$ cat src/rtl/uart_pkg.sv
// rtl/uart_pkg.sv - shared types and helpers for the UART receive/transmit blocks
package uart_pkg;

    typedef enum logic [2:0] {
        IDLE,
        START,
        DATA,
        PARITY,
        STOP,
        BREAK
    } rx_state_e;

    localparam int OVERSAMPLE_DEFAULT = 16;
    localparam int M = OVERSAMPLE_DEFAULT / 2 - 1;

    // Clocks per oversample tick, rounded to nearest.
    function automatic int calc_div(input int clk_freq, input int baud, input int oversample);
        int rate;
        rate = baud * oversample;
        return (clk_freq + rate / 2) / rate;
    endfunction

    function automatic int mid_point(input int oversample);
        return oversample / 2 - 1;
    endfunction

endpackage

$ cat src/rtl/uart_rx_frontend_if.sv
// rtl/uart_rx_frontend_if.sv - processor-side register view of the UART receiver
interface uart_rx_frontend_if;

    logic       rd_ack;
    logic [7:0] rx_data;
    logic       rx_valid;
    logic       frame_err;
    logic       overrun;
    logic       parity_err;
    logic       busy;

    modport master (
        input  rd_ack,
        output rx_data,
        output rx_valid,
        output frame_err,
        output overrun,
        output parity_err,
        output busy
    );

    modport slave (
        output rd_ack,
        input  rx_data,
        input  rx_valid,
        input  frame_err,
        input  overrun,
        input  parity_err,
        input  busy
    );

endinterface

$ cat src/rtl/uart_baud_tick.sv
// rtl/uart_baud_tick.sv - divide-by-DIV counter emitting a one-cycle oversample tick
module uart_baud_tick #(
    parameter int DIV = 27
) (
    input  logic clk,
    input  logic rst_n,
    input  logic clr,
    output logic tick
);

    localparam int CW = (DIV > 1) ? $clog2(DIV) : 1;

    logic [CW-1:0] cnt_q;
    logic [CW-1:0] cnt_d;

    always_comb begin
        tick  = (cnt_q == CW'(DIV - 1));
        cnt_d = cnt_q + CW'(1);
        if (clr || tick) begin
            cnt_d = '0;
        end
    end

    always_ff @(posedge clk or negedge rst_n) begin
        if (!rst_n) begin
            cnt_q <= '0;
        end else begin
            cnt_q <= cnt_d;
        end
    end

endmodule

$ cat src/rtl/uart_rx_frontend.sv
// rtl/uart_rx_frontend.sv - 16x oversampled 8N1 receiver; define UART_RX_PARITY_EN for an even-parity bit
module uart_rx_frontend
    import uart_pkg::*;
#(
    parameter int CLK_FREQ   = 50000000,
    parameter int BAUD       = 115200,
    parameter int OVERSAMPLE = 16
) (
    input  logic                  clk_50Mhz,
    input  logic                  rst_n,
    input  logic                  rx,
    uart_rx_frontend_if.master    bus
);

    localparam int DIV = calc_div(CLK_FREQ, BAUD, OVERSAMPLE);
    localparam int MID = mid_point(OVERSAMPLE);
    localparam int SW  = $clog2(OVERSAMPLE);

    logic            rx_meta_q;
    logic            rxs_q;
    logic            rxs_prev_q;
    rx_state_e       state_q,      state_d;
    logic [SW-1:0]   s_q,          s_d;
    logic [2:0]      bit_idx_q,    bit_idx_d;
    logic [1:0]      smp_q,        smp_d;
    logic [7:0]      shift_q,      shift_d;
    logic [7:0]      rx_data_q,    rx_data_d;
    logic            rx_valid_q,   rx_valid_d;
    logic            frame_err_q,  frame_err_d;
    logic            overrun_q,    overrun_d;
    logic            busy_q,       busy_d;
`ifdef UART_RX_PARITY_EN
    logic            parity_err_q, parity_err_d;
    logic            set_pe;
`endif

    logic tick;
    logic baud_clr;
    logic majority;
    logic mid_tick;
    logic last_tick;
    logic commit;
    logic set_fe;

    uart_baud_tick #(
        .DIV (DIV)
    ) u_baud_tick (
        .clk   (clk_50Mhz),
        .rst_n (rst_n),
        .clr   (baud_clr),
        .tick  (tick)
    );

    // Two stored samples plus the live one form the three-sample vote ending at mid-bit.
    assign majority  = (smp_q[1] & smp_q[0]) | (smp_q[1] & rxs_q) | (smp_q[0] & rxs_q);
    assign mid_tick  = tick && (s_q == SW'(MID));
    assign last_tick = tick && (s_q == SW'(OVERSAMPLE - 1));

    always_comb begin
        state_d     = state_q;
        s_d         = s_q;
        bit_idx_d   = bit_idx_q;
        smp_d       = smp_q;
        shift_d     = shift_q;
        rx_data_d   = rx_data_q;
        rx_valid_d  = rx_valid_q;
        frame_err_d = frame_err_q;
        overrun_d   = overrun_q;
        baud_clr    = 1'b0;
        commit      = 1'b0;
        set_fe      = 1'b0;
`ifdef UART_RX_PARITY_EN
        parity_err_d = parity_err_q;
        set_pe       = 1'b0;
`endif

        if (tick) begin
            s_d   = last_tick ? '0 : s_q + SW'(1);
            smp_d = {smp_q[0], rxs_q};
        end

        case (state_q)
            IDLE: begin
                if (rxs_prev_q && !rxs_q) begin
                    state_d  = START;
                    s_d      = '0;
                    baud_clr = 1'b1;
                end
            end
            START: begin
                if (mid_tick && majority) begin
                    state_d = IDLE;
                end else if (last_tick) begin
                    state_d   = DATA;
                    bit_idx_d = 3'd0;
                end
            end
            DATA: begin
                if (mid_tick) begin
                    shift_d = {majority, shift_q[7:1]};
                end
                if (last_tick) begin
                    if (bit_idx_q == 3'd7) begin
`ifdef UART_RX_PARITY_EN
                        state_d = PARITY;
`else
                        state_d = STOP;
`endif
                    end else begin
                        bit_idx_d = bit_idx_q + 3'd1;
                    end
                end
            end
`ifdef UART_RX_PARITY_EN
            PARITY: begin
                if (mid_tick && (majority != ^shift_q)) begin
                    set_pe = 1'b1;
                end
                if (last_tick) begin
                    state_d = STOP;
                end
            end
`endif
            STOP: begin
                if (mid_tick) begin
                    if (majority) begin
                        commit  = 1'b1;
                        state_d = IDLE;
                    end else begin
                        set_fe  = 1'b1;
                        state_d = BREAK;
                    end
                end
            end
            BREAK: begin
                if (rxs_q) begin
                    state_d = IDLE;
                end
            end
            default: begin
                state_d = IDLE;
            end
        endcase

        // Acknowledge clears first so that a same-cycle set or commit takes priority.
        if (bus.rd_ack) begin
            rx_valid_d  = 1'b0;
            frame_err_d = 1'b0;
            overrun_d   = 1'b0;
`ifdef UART_RX_PARITY_EN
            parity_err_d = 1'b0;
`endif
        end
        if (commit) begin
            if (!rx_valid_q || bus.rd_ack) begin
                rx_data_d  = shift_q;
                rx_valid_d = 1'b1;
            end else begin
                overrun_d = 1'b1;
            end
        end
        if (set_fe) begin
            frame_err_d = 1'b1;
        end
`ifdef UART_RX_PARITY_EN
        if (set_pe) begin
            parity_err_d = 1'b1;
        end
`endif

        busy_d = (state_d != IDLE);
    end

    always_ff @(posedge clk_50Mhz or negedge rst_n) begin
        if (!rst_n) begin
            rx_meta_q   <= 1'b1;
            rxs_q       <= 1'b1;
            rxs_prev_q  <= 1'b1;
            state_q     <= IDLE;
            s_q         <= '0;
            bit_idx_q   <= 3'd0;
            smp_q       <= 2'b11;
            shift_q     <= 8'h00;
            rx_data_q   <= 8'h00;
            rx_valid_q  <= 1'b0;
            frame_err_q <= 1'b0;
            overrun_q   <= 1'b0;
            busy_q      <= 1'b0;
        end else begin
            rx_meta_q   <= rx;
            rxs_q       <= rx_meta_q;
            rxs_prev_q  <= rxs_q;
            state_q     <= state_d;
            s_q         <= s_d;
            bit_idx_q   <= bit_idx_d;
            smp_q       <= smp_d;
            shift_q     <= shift_d;
            rx_data_q   <= rx_data_d;
            rx_valid_q  <= rx_valid_d;
            frame_err_q <= frame_err_d;
            overrun_q   <= overrun_d;
            busy_q      <= busy_d;
        end
    end

`ifdef UART_RX_PARITY_EN
    always_ff @(posedge clk_50Mhz or negedge rst_n) begin
        if (!rst_n) begin
            parity_err_q <= 1'b0;
        end else begin
            parity_err_q <= parity_err_d;
        end
    end
    assign bus.parity_err = parity_err_q;
`else
    assign bus.parity_err = 1'b0;
`endif

    assign bus.rx_data   = rx_data_q;
    assign bus.rx_valid  = rx_valid_q;
    assign bus.frame_err = frame_err_q;
    assign bus.overrun   = overrun_q;
    assign bus.busy      = busy_q;

endmodule
$ cat src/flat_wrapper.sv
// flat-port wrapper written by rule: the top's interface ports become plain ports
module uart_rx_frontend_flat import uart_pkg::*;
#(
    parameter int CLK_FREQ   = 50000000,
    parameter int BAUD       = 115200,
    parameter int OVERSAMPLE = 16
)
  (clk_50Mhz, rst_n, rx, bus_rd_ack, bus_rx_data, bus_rx_valid, bus_frame_err, bus_overrun, bus_parity_err, bus_busy);
  uart_rx_frontend_if bus_i ();
  input  logic clk_50Mhz;
  input  logic rst_n;
  input  logic rx;
  input wire logic [$bits(bus_i.rd_ack)-1:0] bus_rd_ack;
  output wire logic [$bits(bus_i.rx_data)-1:0] bus_rx_data;
  output wire logic [$bits(bus_i.rx_valid)-1:0] bus_rx_valid;
  output wire logic [$bits(bus_i.frame_err)-1:0] bus_frame_err;
  output wire logic [$bits(bus_i.overrun)-1:0] bus_overrun;
  output wire logic [$bits(bus_i.parity_err)-1:0] bus_parity_err;
  output wire logic [$bits(bus_i.busy)-1:0] bus_busy;
  assign bus_i.rd_ack = bus_rd_ack;
  assign bus_rx_data = bus_i.rx_data;
  assign bus_rx_valid = bus_i.rx_valid;
  assign bus_frame_err = bus_i.frame_err;
  assign bus_overrun = bus_i.overrun;
  assign bus_parity_err = bus_i.parity_err;
  assign bus_busy = bus_i.busy;
  uart_rx_frontend #(.CLK_FREQ(CLK_FREQ), .BAUD(BAUD), .OVERSAMPLE(OVERSAMPLE)) u_core (.clk_50Mhz(clk_50Mhz), .rst_n(rst_n), .rx(rx), .bus(bus_i));
endmodule
$ cat config.mk
export PLATFORM = sky130hd
export DESIGN_NAME = uart_rx_frontend_flat
export DESIGN_NICKNAME = d
export VERILOG_FILES = /design/src/rtl/uart_pkg.sv /design/src/rtl/uart_rx_frontend_if.sv /design/src/rtl/uart_baud_tick.sv /design/src/rtl/uart_rx_frontend.sv /design/src/flat_wrapper.sv
export SDC_FILE = /design/constraint.sdc
export NUM_CORES = 1
export LEC_CHECK = 0
export CAP_MARGIN = 10
export CORE_UTILIZATION = 28
export DETAILED_ROUTE_END_ITERATION = 16
export DONT_BUFFER_PORTS = 1
export MAX_ROUTING_LAYER = met4
export PLACE_DENSITY = 0.4
export SYNTH_ARGS = -nofsm -noshare
export SYNTH_HDL_FRONTEND = slang
export SYNTH_SLANG_ARGS = --single-unit
$ cat constraint.sdc
create_clock -name clk_50Mhz -period 4.2 [get_ports clk_50Mhz]
set_input_delay 0.84 -clock clk_50Mhz [delete_from_list [all_inputs] [get_ports clk_50Mhz]]
set_output_delay 0.84 -clock clk_50Mhz [all_outputs]
set_load 0.03 [all_outputs]
==> results of run 1 <==
## synthesized netlist by cell type (2+ instances only)
cell / number / share of area [%]
sky130_fd_sc_hd__buf_2: 2 / 0.57
sky130_fd_sc_hd__a22o_1: 3 / 1.5
sky130_fd_sc_hd__o22ai_1: 2 / 0.71
sky130_fd_sc_hd__nor2_1: 8 / 1.7
sky130_fd_sc_hd__nand2_1: 17 / 3.6
sky130_fd_sc_hd__xnor2_1: 2 / 1.0
sky130_fd_sc_hd__nand3_1: 2 / 0.57
sky130_fd_sc_hd__mux2_4: 8 / 6.8
sky130_fd_sc_hd__dfrtp_1: 35 / 50
sky130_fd_sc_hd__xor2_1: 3 / 1.5
sky130_fd_sc_hd__a21o_1: 2 / 0.85
sky130_fd_sc_hd__ha_1: 5 / 3.6
sky130_fd_sc_hd__nand4b_1: 2 / 1.0
sky130_fd_sc_hd__nand2b_1: 2 / 0.71
sky130_fd_sc_hd__o21ai_0: 2 / 0.57
sky130_fd_sc_hd__and4_1: 2 / 1.0
sky130_fd_sc_hd__mux2_2: 9 / 5.8
sky130_fd_sc_hd__nor3_1: 2 / 0.57
sky130_fd_sc_hd__nor3b_1: 2 / 0.85
sky130_fd_sc_hd__dfstp_2: 5 / 7.5
sky130_fd_sc_hd__inv_1: 3 / 0.64
## report_power, final
group          total (mW)  internal, mW  leakage (nW)  switching [mW]
Combinational       0.103        0.0499         0.351          0.0529
Clock               0.321         0.179        0.0548           0.142
Sequential          0.474         0.431         0.523          0.0425
## layer usage
| metal | share of wire (%) | track usage, % | wire length, µm |
|---|---|---|---|
| met3 | 3.5 | 3.034 | 103 |
| met4 | 1.6 | 5.357 | 48 |
| met5 | 0 | - | 0 |
| met2 | 44 | 14.87 | 1295 |
| met1 | 51 | 12.97 | 1483 |
## state kept, by name, indices dropped and copies added (netlist names)
name,flops
u_core.bus.rx_data,8
u_core.shift_q,8
u_core.u_baud_tick.cnt_q,5
u_core.s_q,4
u_core.bit_idx_q,3
u_core.state_q,3
u_core.smp_q,2
u_core.bus.busy,1
u_core.bus.frame_err,1
u_core.bus.overrun,1
u_core.bus.rx_valid,1
u_core.rx_meta_q,1
u_core.rxs_prev_q,1
u_core.rxs_q,1
## worst paths after layout
| check | startpoint | to | slack [ns] | cells after the start |
|---|---|---|---|---|
| min | rst_n | u_core.bit_idx_q[2]$_DFFE_PN0P_ | 0.23 | 0 |
| min in group clk_50Mhz | u_core.rx_meta_q$_DFF_PN1_ | u_core.rxs_q$_DFF_PN1_ | 0.36 | 0 |
| min reg2reg | u_core.rx_meta_q$_DFF_PN1_ | u_core.rxs_q$_DFF_PN1_ | 0.36 | 0 |
| max reg2reg | u_core.u_baud_tick.cnt_q[0]$_DFF_PN0_ | u_core.shift_q[6]$_DFFE_PN0P_ | 2.07 | 6 |
| max | u_core.u_baud_tick.cnt_q[0]$_DFF_PN0_ | u_core.shift_q[6]$_DFFE_PN0P_ | 2.07 | 6 |
| max in group asynchronous | rst_n | u_core.smp_q[1]$_DFFE_PN1N_ | 3.79 | 0 |
## layout by cell type (no fill, tap or decap), drive strengths merged, types with 2 or more instances in the layout
master	netlist	routed
ha	5	5
a21o	2	2
inv	3	4
dfrtp	35	35
xor2	3	3
clkbuf	0	5
nand4b	2	2
nand2	17	17
o21ai	2	2
nor2	8	8
dfstp	5	5
nor3	2	2
xnor2	2	2
a22o	3	3
or3b	2	2
o22ai	2	2
nor3b	3	3
nand2b	2	2
mux2	17	17
nand3	3	3
and4	2	2
## final cells by class
type                            instances  area share [%]
Clock buffer                            5           3.551
Inverter                                3          0.5810
Tap cell                               75           4.842
Multi-Input combinational cell         91           36.67
Clock inverter                          3           2.389
Sequential cell                        40           51.97
## through the flow
stage | std cells | total power [mW] | setup WS (ns) | hold WS [ns] | cell area (µm²)
2_1_floorplan | 138 | 0.5582 | 2.510 | 0.3452 | 1758
3_3_place_gp | 209 | 0.5786 | 2.101 | 0.3505 | 1823
3_5_place_dp | 209 | 0.5845 | 2.052 | 0.3496 | 1823
4_1_cts | 217 | 0.9155 | 2.043 | 0.2147 | 1938
5_1_grt | 217 | 0.9546 | 1.840 | 0.2073 | 1938
6_report | 217 | 0.8973 | 2.069 | 0.2322 | 1938
## worst max-delay path: stages, from the launching register on
cell and delay, ns:
sky130_fd_sc_hd__dfrtp_1 0.41, sky130_fd_sc_hd__inv_1 0.07, sky130_fd_sc_hd__ha_1 0.15, sky130_fd_sc_hd__and4b_1 0.45, sky130_fd_sc_hd__and3_1 0.24, sky130_fd_sc_hd__nand2b_1 0.30
sky130_fd_sc_hd__mux2_4 0.40
## logic make-up after synthesis
family | share of synthesized area [%]
compound gates | 6.335
xor+xnor | 2.492
fa+ha+maj | 4.128
buf+inv | 2.278
flops | 57.30
mux | 12.60
other cells | 0.2133
simple gates | 14.66
==> impl_summary.txt, run 1 <==
----------------------------------------------------
[Logic synthesis]
  Cells after synthesis ... 138
  Syn avg cell area ... 12.74 µm²
  Synth Net Count ... 147
  Synthesis-stage register bit count ... 40
  Sequential element share of the synthesized area ... 57.30%
  Top_reg_cell synth ... sky130_fd_sc_hd__dfrtp_1
  Share of flip-flops with an asynchronous set or reset after synthesis ... 100.0%
  Number of synthesized flops with an enable pin ... 0
  Number of distinct library cells after synthesis ... 41
  Area of the mapped netlist ... 1758 µm²
  Count of warnings emitted by yosys ... 0

[Timing]
  Tcrit/Tclk final ... 50.74%
  Total negative setup slack ... 0 ns
  Worst-Margin Slew ... 0.5845 ns
  Worst-case headroom to the max-slew limit ... 60.73%
  Post-route clock skew ... 0.006590 ns
  Setup repair after global routing missed its margin ... false
  Final slew viol count ... 0
  Setup violation total in the final timing report ... 0
  Max frequency ... 0.4693 GHz
  Final number of hold-violating endpoints ... 0
  Minimum period implied by the final worst setup slack ... 2.131 ns

[Cells and area]
  NumNets Final ... 150
  Layout area overhead ... 10.25%
  Ratio of cells with drive above 1 in the final layout ... 23.94%
  Inserted Diodes ... 0
  Fill count ... 588
  Utilization after layout ... 32.35%
  Sequential standard cell area ... 1007 µm²
  Footprint of the multi-input gates ... 710.7 µm²

[Global routing]
  Number of antenna violations at the first check in global routing ... 0
  Combined global-route utilization of all metal layers ... 10.31%
  Global-route wire length before repair ... 4823 µm
  Vias in the first global route ... 1,013
  Gr ovfl total ... 0
  Largest net degree at the start of global routing ... 41

[Critical path]
  Critical path class ... register to register
  Largest fanout on the critical path ... 13
  Crit. End Element ... register
  CP startpoint kind ... register
  WP data arrival ... 2.31 ns
  Data required, critical path ... 4.37 ns

[Routing]
  Via count ... 1,012
  Mean number of vias per cell ... 4.664
  Post-route DRC violation count ... 0
  Avg WL per Cell ... 13.51 µm
  Drt first-iter violations ... 34
  Number of search-and-repair iterations in the first detailed-routing pass ... 3
  DRT Wirelength ... 2931 µm
  Number of nets with antenna violations after detailed routing ... 0

[Clock tree]
  Deepest clock path buffer count ... 2
  CTS tree ... yes
  Hold buffer count at CTS ... 0
  Cts bufs inserted ... 5
  Clock latency reported for the late side of the worst-skew pair ... 0.29 ns
  TritonCTS sink count ... 40
  Reg clk slew, reported paths ... 0.08 ns
  Maximum level of the CTS H-tree ... 2
  Root Buffer ... sky130_fd_sc_hd__clkbuf_8
  Post-cts gate resize count ... 0
  Post-CTS Setup Inserts ... 0

[Place]
  Post-DP HPWL ... 2060 µm
  Gp weighted congestion ... 0.7613
  Buffers on Ports ... 0

[Die]
  Floorplan die height ... 81.24 µm
  Number of placement rows ... 28
  Ports placed on the boundary ... 17
  Die outline area ... 6599 µm²
  Core footprint ... 5991 µm²
  Horiz. Die Dim ... 81.24 µm
  Effective utilization at floorplan ... 29.34%

[Min path]
  Path type of the worst min-delay path ... input port to asynchronous set/reset pin

[Flow run]
  Max-capacitance violation count ... 0

[Run status]
  Result of the run ... complete, no violations

[Pwr]
  Static leakage ... 0.9282 nW
  VDD IR max ... 0.2206 mV
  PD cells ... 463.0 nW/µm²

----------------------------------------------------
No activity file was read; power rests on OpenSTA's default activity.
==> run 2, diff against run 1 <==
==> constraint.sdc (replaced) <==
create_clock -name clk_50Mhz -period 2.1 [get_ports clk_50Mhz]
set_input_delay 0.42 -clock clk_50Mhz [delete_from_list [all_inputs] [get_ports clk_50Mhz]]
set_output_delay 0.42 -clock clk_50Mhz [all_outputs]
set_load 0.03 [all_outputs]
==> impl_summary.txt, run 2 (synthesis gave the netlist of run 1 again) <==
----------------------------------------------------
[Run status]
  Result of the run ... complete, no violations (unchanged)

[Clock tree]
  Deepest clock path buffer count ... 2 (unchanged)
  Cts bufs inserted ... 5 (unchanged)
  Root Buffer ... sky130_fd_sc_hd__clkbuf_8 (unchanged)
  Reg clk slew, reported paths ... 0.08 ns (about the same)
  Maximum level of the CTS H-tree ... 2 (unchanged)
  CTS tree ... yes (unchanged)
  TritonCTS sink count ... 40 (unchanged)
  Clock latency reported for the late side of the worst-skew pair ... 0.29 ns (about the same)

[Min path]
  Path type of the worst min-delay path ... input port to register (was input port to asynchronous set/reset pin)

[Pwr]
  PD cells ... 899.5 nW/µm² (was 463.0 nW/µm²)
  Static leakage ... 0.9616 nW (was 0.9282 nW)
  Total Power Consumption ... 1.794 mW (was 897.3 µW)
  VDD IR max ... 0.2980 mV (was 0.2206 mV)

[Die]
  Horiz. Die Dim ... 81.24 µm (unchanged)
  Floorplan die height ... 81.24 µm (unchanged)
  Core footprint ... 5991 µm² (unchanged)
  Number of placement rows ... 28 (unchanged)
  Effective utilization at floorplan ... 29.34% (unchanged)
  Die outline area ... 6599 µm² (unchanged)
  Ports placed on the boundary ... 17 (unchanged)

[Critical path]
  Worst setup path startpoint ... u_core.u_baud_tick.cnt_q[0]$_DFF_PN0_ (unchanged)
  Slowest cell delay on critical path ... 0.41 ns (was 0.45 ns)
  Largest fanout on the critical path ... 8 (was 13)
  Crit. End Element ... register (unchanged)
  Cell type of the slowest stage on the worst timing path ... sky130_fd_sc_hd__dfrtp_1 (was sky130_fd_sc_hd__and4b_1)
  Reg2Reg Depth ... 6 (unchanged)
  R2R Setup Slk ... 0.24 ns (was 2.07 ns)
  Launching point of the worst reg2reg path ... u_core.u_baud_tick.cnt_q[0]$_DFF_PN0_ (unchanged)
  Cell count along the critical path ... 6 (unchanged)
  Data required, critical path ... 2.27 ns (was 4.37 ns)
  Crit path cell chain ... inv_1 -> ha_1 -> and4b_1 -> and4_1 -> nand3_2 -> mux2_2 (was inv_1 -> ha_1 -> and4b_1 -> and3_1 -> nand2b_1 -> mux2_4)
  WP data arrival ... 2.03 ns (was 2.31 ns)
  Reg-to-Reg End ... u_core.bus.rx_data[7]$_DFFE_PN0P_ (was u_core.shift_q[6]$_DFFE_PN0P_)
  Critical path class ... register to register (unchanged)
  Worst Path Buf+Inv ... 1 (unchanged)
  Capturing element of the worst setup path ... u_core.bus.rx_data[7]$_DFFE_PN0P_ (was u_core.shift_q[6]$_DFFE_PN0P_)
  CP startpoint kind ... register (unchanged)
  Worst path top cell family by delay ... simple AND/OR/NAND/NOR gates (unchanged)

[Timing]
  Total negative setup slack ... 0 ns (unchanged)
  Minimum period implied by the final worst setup slack ... 1.856 ns (was 2.131 ns)
  Max frequency ... 0.5389 GHz (was 0.4693 GHz)
  Setup violation total in the final timing report ... 0 (unchanged)
  Tcrit/Tclk final ... 88.36% (was 50.74%)
  Setup repair after global routing missed its margin ... false (unchanged)
  Post-route clock skew ... 0.01120 ns (was 0.006590 ns)
  Post-Route Hold Slack ... 0.1178 ns (was 0.2322 ns)
  Final number of hold-violating endpoints ... 0 (unchanged)
  Final slew viol count ... 0 (unchanged)

[Place]
  Post-DP HPWL ... 2009 µm (was 2060 µm)
  Gp weighted congestion ... 0.7119 (was 0.7613)
  Buffers on Ports ... 0 (unchanged)

[Cells and area]
  Utilization after layout ... 33.29% (was 32.35%)
  Most frequent cells in the layout ... 35 x sky130_fd_sc_hd__dfrtp_1, 17 x sky130_fd_sc_hd__nand2_1, 9 x sky130_fd_sc_hd__mux2_2, 8 x sky130_fd_sc_hd__nor2_1, 8 x sky130_fd_sc_hd__mux2_4 (unchanged)
  Inserted Diodes ... 0 (unchanged)
  Most common cell after layout, fill and taps aside ... sky130_fd_sc_hd__dfrtp_1 (unchanged)
  Ratio of cells with drive above 1 in the final layout ... 26.35% (was 23.94%)
  NumNets Final ... 156 (was 150)
  Layout area overhead ... 13.45% (was 10.25%)

[Global routing]
  Gr ovfl total ... 0 (unchanged)
  Combined global-route utilization of all metal layers ... 10.79% (was 10.31%)
  Vias in the first global route ... 1,015 (was 1,013)
  Global-route wire length before repair ... 4954 µm (was 4823 µm)
  Number of antenna violations at the first check in global routing ... 0 (unchanged)
  Largest net degree at the start of global routing ... 41 (unchanged)

[Routing]
  Drt first-iter violations ... 71 (was 34)
  Via count ... 1,036 (was 1,012)
  Mean number of vias per cell ... 4.646 (was 4.664)
  Number of nets with antenna violations after detailed routing ... 0 (unchanged)
  Post-route DRC violation count ... 0 (unchanged)
  DRT Wirelength ... 2945 µm (was 2931 µm)
  Avg WL per Cell ... 13.21 µm (was 13.51 µm)
  Number of search-and-repair iterations in the first detailed-routing pass ... 4 (was 3)

[Flow run]
  Max-capacitance violation count ... 0 (unchanged)

----------------------------------------------------
[run 2: cell types whose count changed in the layout (fill, tap and decap cells not counted), sizes merged]
cell,previous run,this run
inv,4,3
dlygate4sd3,0,1
buf,0,5
clkinv,0,1
[run 2: worst min-delay path by stage]
stage | start | end | cells after the start
3_3_place_gp | rst_n | u_core.bit_idx_q[2]$_DFFE_PN0P_ | 0
3_5_place_dp | rst_n | u_core.bit_idx_q[2]$_DFFE_PN0P_ | 0
6_report | rx | u_core.rx_meta_q$_DFF_PN1_ | 0
5_1_grt | rx | u_core.rx_meta_q$_DFF_PN1_ | 0
4_1_cts | rx | u_core.rx_meta_q$_DFF_PN1_ | 0
2_1_floorplan | rst_n | u_core.bit_idx_q[0]$_DFFE_PN0P_ | 0
[run 2: worst register-to-register path, cell delays in order (launching register included)]
cell	delay [ns]
sky130_fd_sc_hd__dfrtp_1	0.41
sky130_fd_sc_hd__inv_1	0.07
sky130_fd_sc_hd__ha_1	0.15
sky130_fd_sc_hd__and4b_1	0.30
sky130_fd_sc_hd__and4_1	0.26
sky130_fd_sc_hd__nand3_2	0.22
sky130_fd_sc_hd__mux2_2	0.34
[run 2: through the flow]
step,setup WS (ns),area [µm²],instances
detailed placement,0.2256,1853,213
global placement,0.2793,1853,213
CTS,0.2080,1994,223
floorplan,0.4098,1758,138
global route,0.05777,1994,223
finish,0.2444,1994,223
[run 2: metal layers]
layer | track usage (%) | wire, µm
met5 | - | 0
met2 | 15.38 | 1303
met4 | 5.357 | 62
met3 | 3.820 | 92
met1 | 13.42 | 1487
[run 2: power breakdown]
part | internal, mW | total [mW] | switching (mW)
Combinational | 0.107 | 0.225 | 0.119
Sequential | 0.863 | 0.943 | 0.0800
Clock | 0.352 | 0.626 | 0.274
[run 2: cell type report]
| cell class | instances | area (µm²) |
|---|---|---|
| Sequential cell | 40 | 1007 |
| Tap cell | 75 | 93.84 |
| Multi-Input combinational cell | 91 | 710.7 |
| Fill cell | 574 | 3996 |
| Clock inverter | 3 | 42.54 |
| Inverter | 3 | 11.26 |
| Clock buffer | 5 | 68.82 |
| Timing Repair Buffer | 6 | 60.06 |
[run 2: repair_timing]
item,in CTS,in global routing
endpoints found under the hold margin,40,0
hold buffers,2,0
buffers inserted,0,0
gates resized for setup,0,0
==> run 3, diff against run 2 <==
--- a/config.mk
+++ b/config.mk
@@ -10,7 +10,7 @@
 export DETAILED_ROUTE_END_ITERATION = 16
 export DONT_BUFFER_PORTS = 1
 export MAX_ROUTING_LAYER = met4
-export PLACE_DENSITY = 0.4
+export PLACE_DENSITY = 0.48
 export SYNTH_ARGS = -nofsm -noshare
 export SYNTH_HDL_FRONTEND = slang
 export SYNTH_SLANG_ARGS = --single-unit
==> impl_summary.txt, run 3 (synthesis gave the netlist of run 1 again) <==
----------------------------------------------------
[Global routing]
  Global-route met1 utilization ... 11.90% (was 13.42%)
  Global routing met2 resource utilization ... 16.81% (was 15.38%)
  Number of antenna violations at the first check in global routing ... 0 (unchanged)
  Global-route wire length before repair ... 4995 µm (was 4954 µm)
  Largest net degree at the start of global routing ... 41 (unchanged)
  Vias in the first global route ... 1,112 (was 1,015)
  Layer with the highest usage after global routing ... met2 (unchanged)
  Met3 Use GR ... 4.719% (was 3.820%)
  Combined global-route utilization of all metal layers ... 10.50% (was 10.79%)
  Gr ovfl total ... 0 (unchanged)

[Routing]
  Avg WL per Cell ... 12.53 µm (was 13.21 µm)
  Number of nets with antenna violations after detailed routing ... 0 (unchanged)
  DRT Wirelength ... 2769 µm (was 2945 µm)
  Number of search-and-repair iterations in the first detailed-routing pass ... 4 (unchanged)
  Drt first-iter violations ... 61 (was 71)
  Mean number of vias per cell ... 4.656 (was 4.646)
  Via count ... 1,029 (was 1,036)
  Post-route DRC violation count ... 0 (unchanged)

[Pwr]
  Static leakage ... 0.9611 nW (was 0.9616 nW)
  VDD IR max ... 0.3373 mV (was 0.2980 mV)
  Total Power Consumption ... 1.840 mW (was 1.794 mW)
  PD cells ... 922.7 nW/µm² (was 899.5 nW/µm²)

[Critical path]
  Data required, critical path ... 2.33 ns (was 2.27 ns)
  Largest fanout on the critical path ... 6 (was 8)
  Critical path class ... register to register (unchanged)
  CP startpoint kind ... register (unchanged)
  WP data arrival ... 2.12 ns (was 2.03 ns)
  Crit. End Element ... register (unchanged)

[Timing]
  Final number of hold-violating endpoints ... 0 (unchanged)
  Tcrit/Tclk final ... 90.16% (was 88.36%)
  Post-Route Hold Slack ... 0.1252 ns (was 0.1178 ns)
  Total negative setup slack ... 0 ns (unchanged)
  Max frequency ... 0.5282 GHz (was 0.5389 GHz)
  Setup violation total in the final timing report ... 0 (unchanged)
  Final slew viol count ... 0 (unchanged)
  Worst-Margin Slew ... 0.5088 ns
  Worst-case headroom to the max-slew limit ... 65.82%
  Setup repair after global routing missed its margin ... false (unchanged)
  Minimum period implied by the final worst setup slack ... 1.893 ns (was 1.856 ns)
  Post-route clock skew ... 0.008972 ns (was 0.01120 ns)

[Clock tree]
  Reg clk slew, reported paths ... 0.07 ns (was 0.08 ns)
  Cts bufs inserted ... 5 (unchanged)
  Clock latency reported for the late side of the worst-skew pair ... 0.29 ns (about the same)
  TritonCTS sink count ... 40 (unchanged)
  Deepest clock path buffer count ... 2 (unchanged)
  Maximum level of the CTS H-tree ... 2 (unchanged)
  Post-CTS Setup Inserts ... 0 (unchanged)
  Root Buffer ... sky130_fd_sc_hd__clkbuf_8 (unchanged)
  CTS tree ... yes (unchanged)

[Die]
  Number of placement rows ... 28 (unchanged)
  Floorplan die height ... 81.24 µm (unchanged)
  Effective utilization at floorplan ... 29.34% (unchanged)
  Die outline area ... 6599 µm² (unchanged)
  Core footprint ... 5991 µm² (unchanged)
  Horiz. Die Dim ... 81.24 µm (unchanged)
  Ports placed on the boundary ... 17 (unchanged)

[Place]
  Gp weighted congestion ... 0.7782 (was 0.7119)
  Post-DP HPWL ... 1978 µm (was 2009 µm)
  Buffers on Ports ... 0 (unchanged)

[Cells and area]
  Most frequent cells in the layout ... 35 x sky130_fd_sc_hd__dfrtp_1, 17 x sky130_fd_sc_hd__nand2_1, 9 x sky130_fd_sc_hd__mux2_2, 8 x sky130_fd_sc_hd__nor2_1, 8 x sky130_fd_sc_hd__mux2_4 (unchanged)
  Ratio of cells with drive above 1 in the final layout ... 25.34% (was 26.35%)
  NumNets Final ... 154 (was 156)
  Layout area overhead ... 13.45% (unchanged)
  Most common cell after layout, fill and taps aside ... sky130_fd_sc_hd__dfrtp_1 (unchanged)
  Inserted Diodes ... 0 (unchanged)
  Utilization after layout ... 33.29% (unchanged)

[Flow run]
  Max-capacitance violation count ... 0 (unchanged)

[Min path]
  Path type of the worst min-delay path ... input port to register (unchanged)

[Run status]
  Result of the run ... complete, no violations (unchanged)

----------------------------------------------------
[run 3: cell count changes in the layout (fill, tap and decap cells not counted)]
| cell | delta |
|---|---|
| sky130_fd_sc_hd__clkinv_2 | -1 |
| sky130_fd_sc_hd__clkbuf_8 | +2 |
| sky130_fd_sc_hd__buf_4 | -2 |
| sky130_fd_sc_hd__clkinvlp_4 | -1 |
[run 3: per-stage QoR]
| stage | area (µm²) | setup WS, ns | cells |
|---|---|---|---|
| after floorplan | 1758 | 0.4098 | 138 |
| after global placement | 1838 | 0.2681 | 211 |
| after detailed placement | 1838 | 0.2060 | 211 |
| after CTS | 1994 | 0.1940 | 221 |
| after global routing | 1994 | 0.02649 | 221 |
| final | 1994 | 0.2066 | 221 |
[run 3: where the power goes]
| group | total (mW) | switching, mW | internal [mW] |
|---|---|---|---|
| combinational | 0.221 | 0.116 | 0.105 |
| sequential | 0.946 | 0.0834 | 0.863 |
| clock | 0.673 | 0.253 | 0.419 |
| total | 1.84 | 0.453 | 1.39 |
[run 3: area by class of cell]
cell class	count	area (µm²)
fillers	580	3996
flip-flops and latches	40	1007
multi-input cells	91	710.7
clock buffers	7	96.34
well taps	75	93.84
repair buffers	4	45.04
clock inverters	1	30.03
inverters	3	11.26
[run 3: per-layer routing]
metal  vias to the layer above  part of all wire [%]
met4                         0                  0.90
met5                         -                     0
met2                        21                    48
met1                       508                    47
met3                         4                   4.0
li1                        496                     -
[run 3: timing repair]
item | 4_1_cts | 5_1_grt
hold endpoints to repair | 40 | 0
resized for setup | 0 | 0
hold buffers | 2 | 0
[run 3: path summary, 6_finish.rpt]
path / startpoint / endpoint / slack, ns / cells past startpoint
worst max-delay path: u_core.u_baud_tick.cnt_q[0]$_DFF_PN0_ / u_core.bit_idx_q[0]$_DFFE_PN0P_ / 0.21 / 6
worst min-delay path: rx / u_core.rx_meta_q$_DFF_PN1_ / 0.13 / 0
worst max register to register: u_core.u_baud_tick.cnt_q[0]$_DFF_PN0_ / u_core.bit_idx_q[0]$_DFFE_PN0P_ / 0.21 / 6
worst min register to register: u_core.rx_meta_q$_DFF_PN1_ / u_core.rxs_q$_DFF_PN1_ / 0.36 / 0
max in group asynchronous: rst_n / u_core.smp_q[0]$_DFFE_PN1N_ / 1.25 / 2
min in group asynchronous: rst_n / u_core.bus.rx_data[1]$_DFFE_PN0P_ / 0.57 / 2
[run 3: critical path: stages, from the launching register on]
cell                      delay [ns]
sky130_fd_sc_hd__dfrtp_1        0.42
sky130_fd_sc_hd__inv_1          0.07
sky130_fd_sc_hd__ha_1           0.15
sky130_fd_sc_hd__and4b_1        0.30
sky130_fd_sc_hd__and4_1         0.33
sky130_fd_sc_hd__nor3b_1        0.34
sky130_fd_sc_hd__mux2_2         0.22
==> variant, RTL diff (settings of run 1) <==
The option `UART_RX_PARITY_EN` is turned on by a define.
--- a/src/rtl/uart_rx_frontend.sv
+++ b/src/rtl/uart_rx_frontend.sv
@@ -1,4 +1,6 @@
 // rtl/uart_rx_frontend.sv - 16x oversampled 8N1 receiver; define UART_RX_PARITY_EN for an even-parity bit
+`define UART_RX_PARITY_EN
+
 module uart_rx_frontend
     import uart_pkg::*;
 #(
Formal check against the unedited RTL: same outputs for any inputs over 10 cycles, from zero or initial values and one cycle with rst_n low; that may be too few to reach the edited logic, so the function may still have changed.
==> variant against run 1 <==
Area after synthesis up 9.3%. Cell area up 6.6%. Fmax down 8.4%. Global-route usage up 0.73 points. Power down 2.0%. Critical endpoint is now u_core.bus.rx_data[1]. Combinational power up 30%. Sequential cell count up 1. Wire length up 16%. Worst setup slack worse by 200 ps.
==> variant: results (changes against run 1) <==
| Metric | Value |
|---|---|
| First-pass GRT wire length | 5900 um (+22%) |
| M3 GR Usage | 0.0418 (+0.0115) |
| Worst Setup End Kind | flop |
| DR vias | 1145 (+13%) |
| Mapped Nets | 168 (+14%) |
| Dpl hpwl | 2470 um (+20%) |
| Slew headroom | 0.731 (+0.123) |
| Largest net degree at the start of global routing | 42 (+2.4%) |
| Switching Fraction | 0.285 (+0.0204) |
| Worst R2R End | u_core.bus.rx_data[1] |
| Buffers on Ports | 0 (unchanged) |
| Post-synth top cells | dfrtp_1 (36), mux2_1 (16), nand2_1 (13) |
| Clock tree buffer depth | 2 (unchanged) |
| Setup repair bufs after CTS | 0 (unchanged) |
| Crit Path Max Fanout | 10 (-3) |
| Async set-reset flop share out of synthesis | 1.00 (unchanged) |
| Lkg Pwr | 0.976 nW (+5.1%) |
| Clk_skew | 8.49 ps (+1.90 ps) |
| Iteration-0 DRC Markers | 45 (+32%) |
| Netlist cell types | 47 (+15%) |
| Combinational share of power | 0.153 (+0.038) |
| Dpl cells | 230 (+10%) |
| M2 GR Usage | 0.171 (+0.0220) |
| Vias in the first global route | 1186 (+17%) |
| Initial antenna violation count | 0 (unchanged) |
| Cts repair resizes | 0 (unchanged) |
| Met1 GRT Util | 0.131 (+0.000969) |
| CTS Buf Count | 5 (unchanged) |
| VDD IR max | 0.208 mV (-5.9%) |
| RR Startpoint | u_core.state_q[2] |
| CP delay by family, top | simple AND/OR/NAND/NOR gates |
| Clk slew on worst S/H paths | 80 ps (about the same) |
| WL/cell | 14.3 um (+5.7%) |
| Pre-CTS setup slack | 1830 ps (-221 ps) |
| Gr usage total | 0.110 (+0.00731) |
| Critical Path Max Stage Delay | 510 ps (+60 ps) |
| Clk. pwr | 0.254 mW (-21%) |
| Placer Congestion | 0.825 (+8.3%) |
| Final wirelength | 3400 um (+16%) |
| First-pass iteration count of the detailed router | 6 (+3) |
| Critical path arrival | 2500 ps (+190 ps) |
| Worst-skew pair later-pin latency | ~300 ps |
| Post-Place Cell Area | 1980 um2 (+8.6%) |
| Avg Inst Size Synth | 12.1 um2 (-5.2%) |
| Status | finished clean |
| Largest cells by area after synthesis | dfrtp_1 (47%), mux2_1 (9.4%), dfstp_2 (6.8%) |
| Critical path's slowest cell | dfrtp_1 |
| Root Driver | clkbuf_8 |
| Hold_ws | 226 ps (-6.18 ps) |
| Final WS setup | 1870 ps (-196 ps) |
| Comb group | 0.134 mW (+30%) |
| Layout cells sized above 1 | 0.143 (-0.0966) |
| Register area share after synthesis | 0.537 (-0.0355) |
| Post-synth EDFFs | 0 (unchanged) |
| Setup crit start kind | flop |
[variant: cell count changes after synthesis, sizes merged, moves of 2 or more]
cell / before / now
nor4: 0 / 2
a21oi: 1 / 5
inv: 3 / 6
nor3b: 3 / 1
nand2: 17 / 13
clkbuf: 0 / 2
a21o: 2 / 0
xnor2: 2 / 8
nor2: 8 / 11
[variant: routing by layer]
layer	vias up	wire length [um]
met3	9	145
met1	561	1580
met4	0	74
met5	-	0
met2	22	1600
li1	553	-
[variant: area by class of cell]
type                            instances  area, um2
Fill cell                             653       4430
Sequential cell                        41       1030
Multi-Input combinational cell        106        830
Tap cell                               77       96.3
Clock buffer                            5       68.8
Inverter                                6       22.5
Clock inverter                          3       17.5
[variant: logic make-up after synthesis]
| family | synth area share |
|---|---|
| flops | 0.537 |
| fa+ha+maj | 0.0378 |
| xor+xnor | 0.0619 |
| buf+inv | 0.0306 |
| mux | 0.106 |
| compound gates | 0.0677 |
| simple gates | 0.159 |
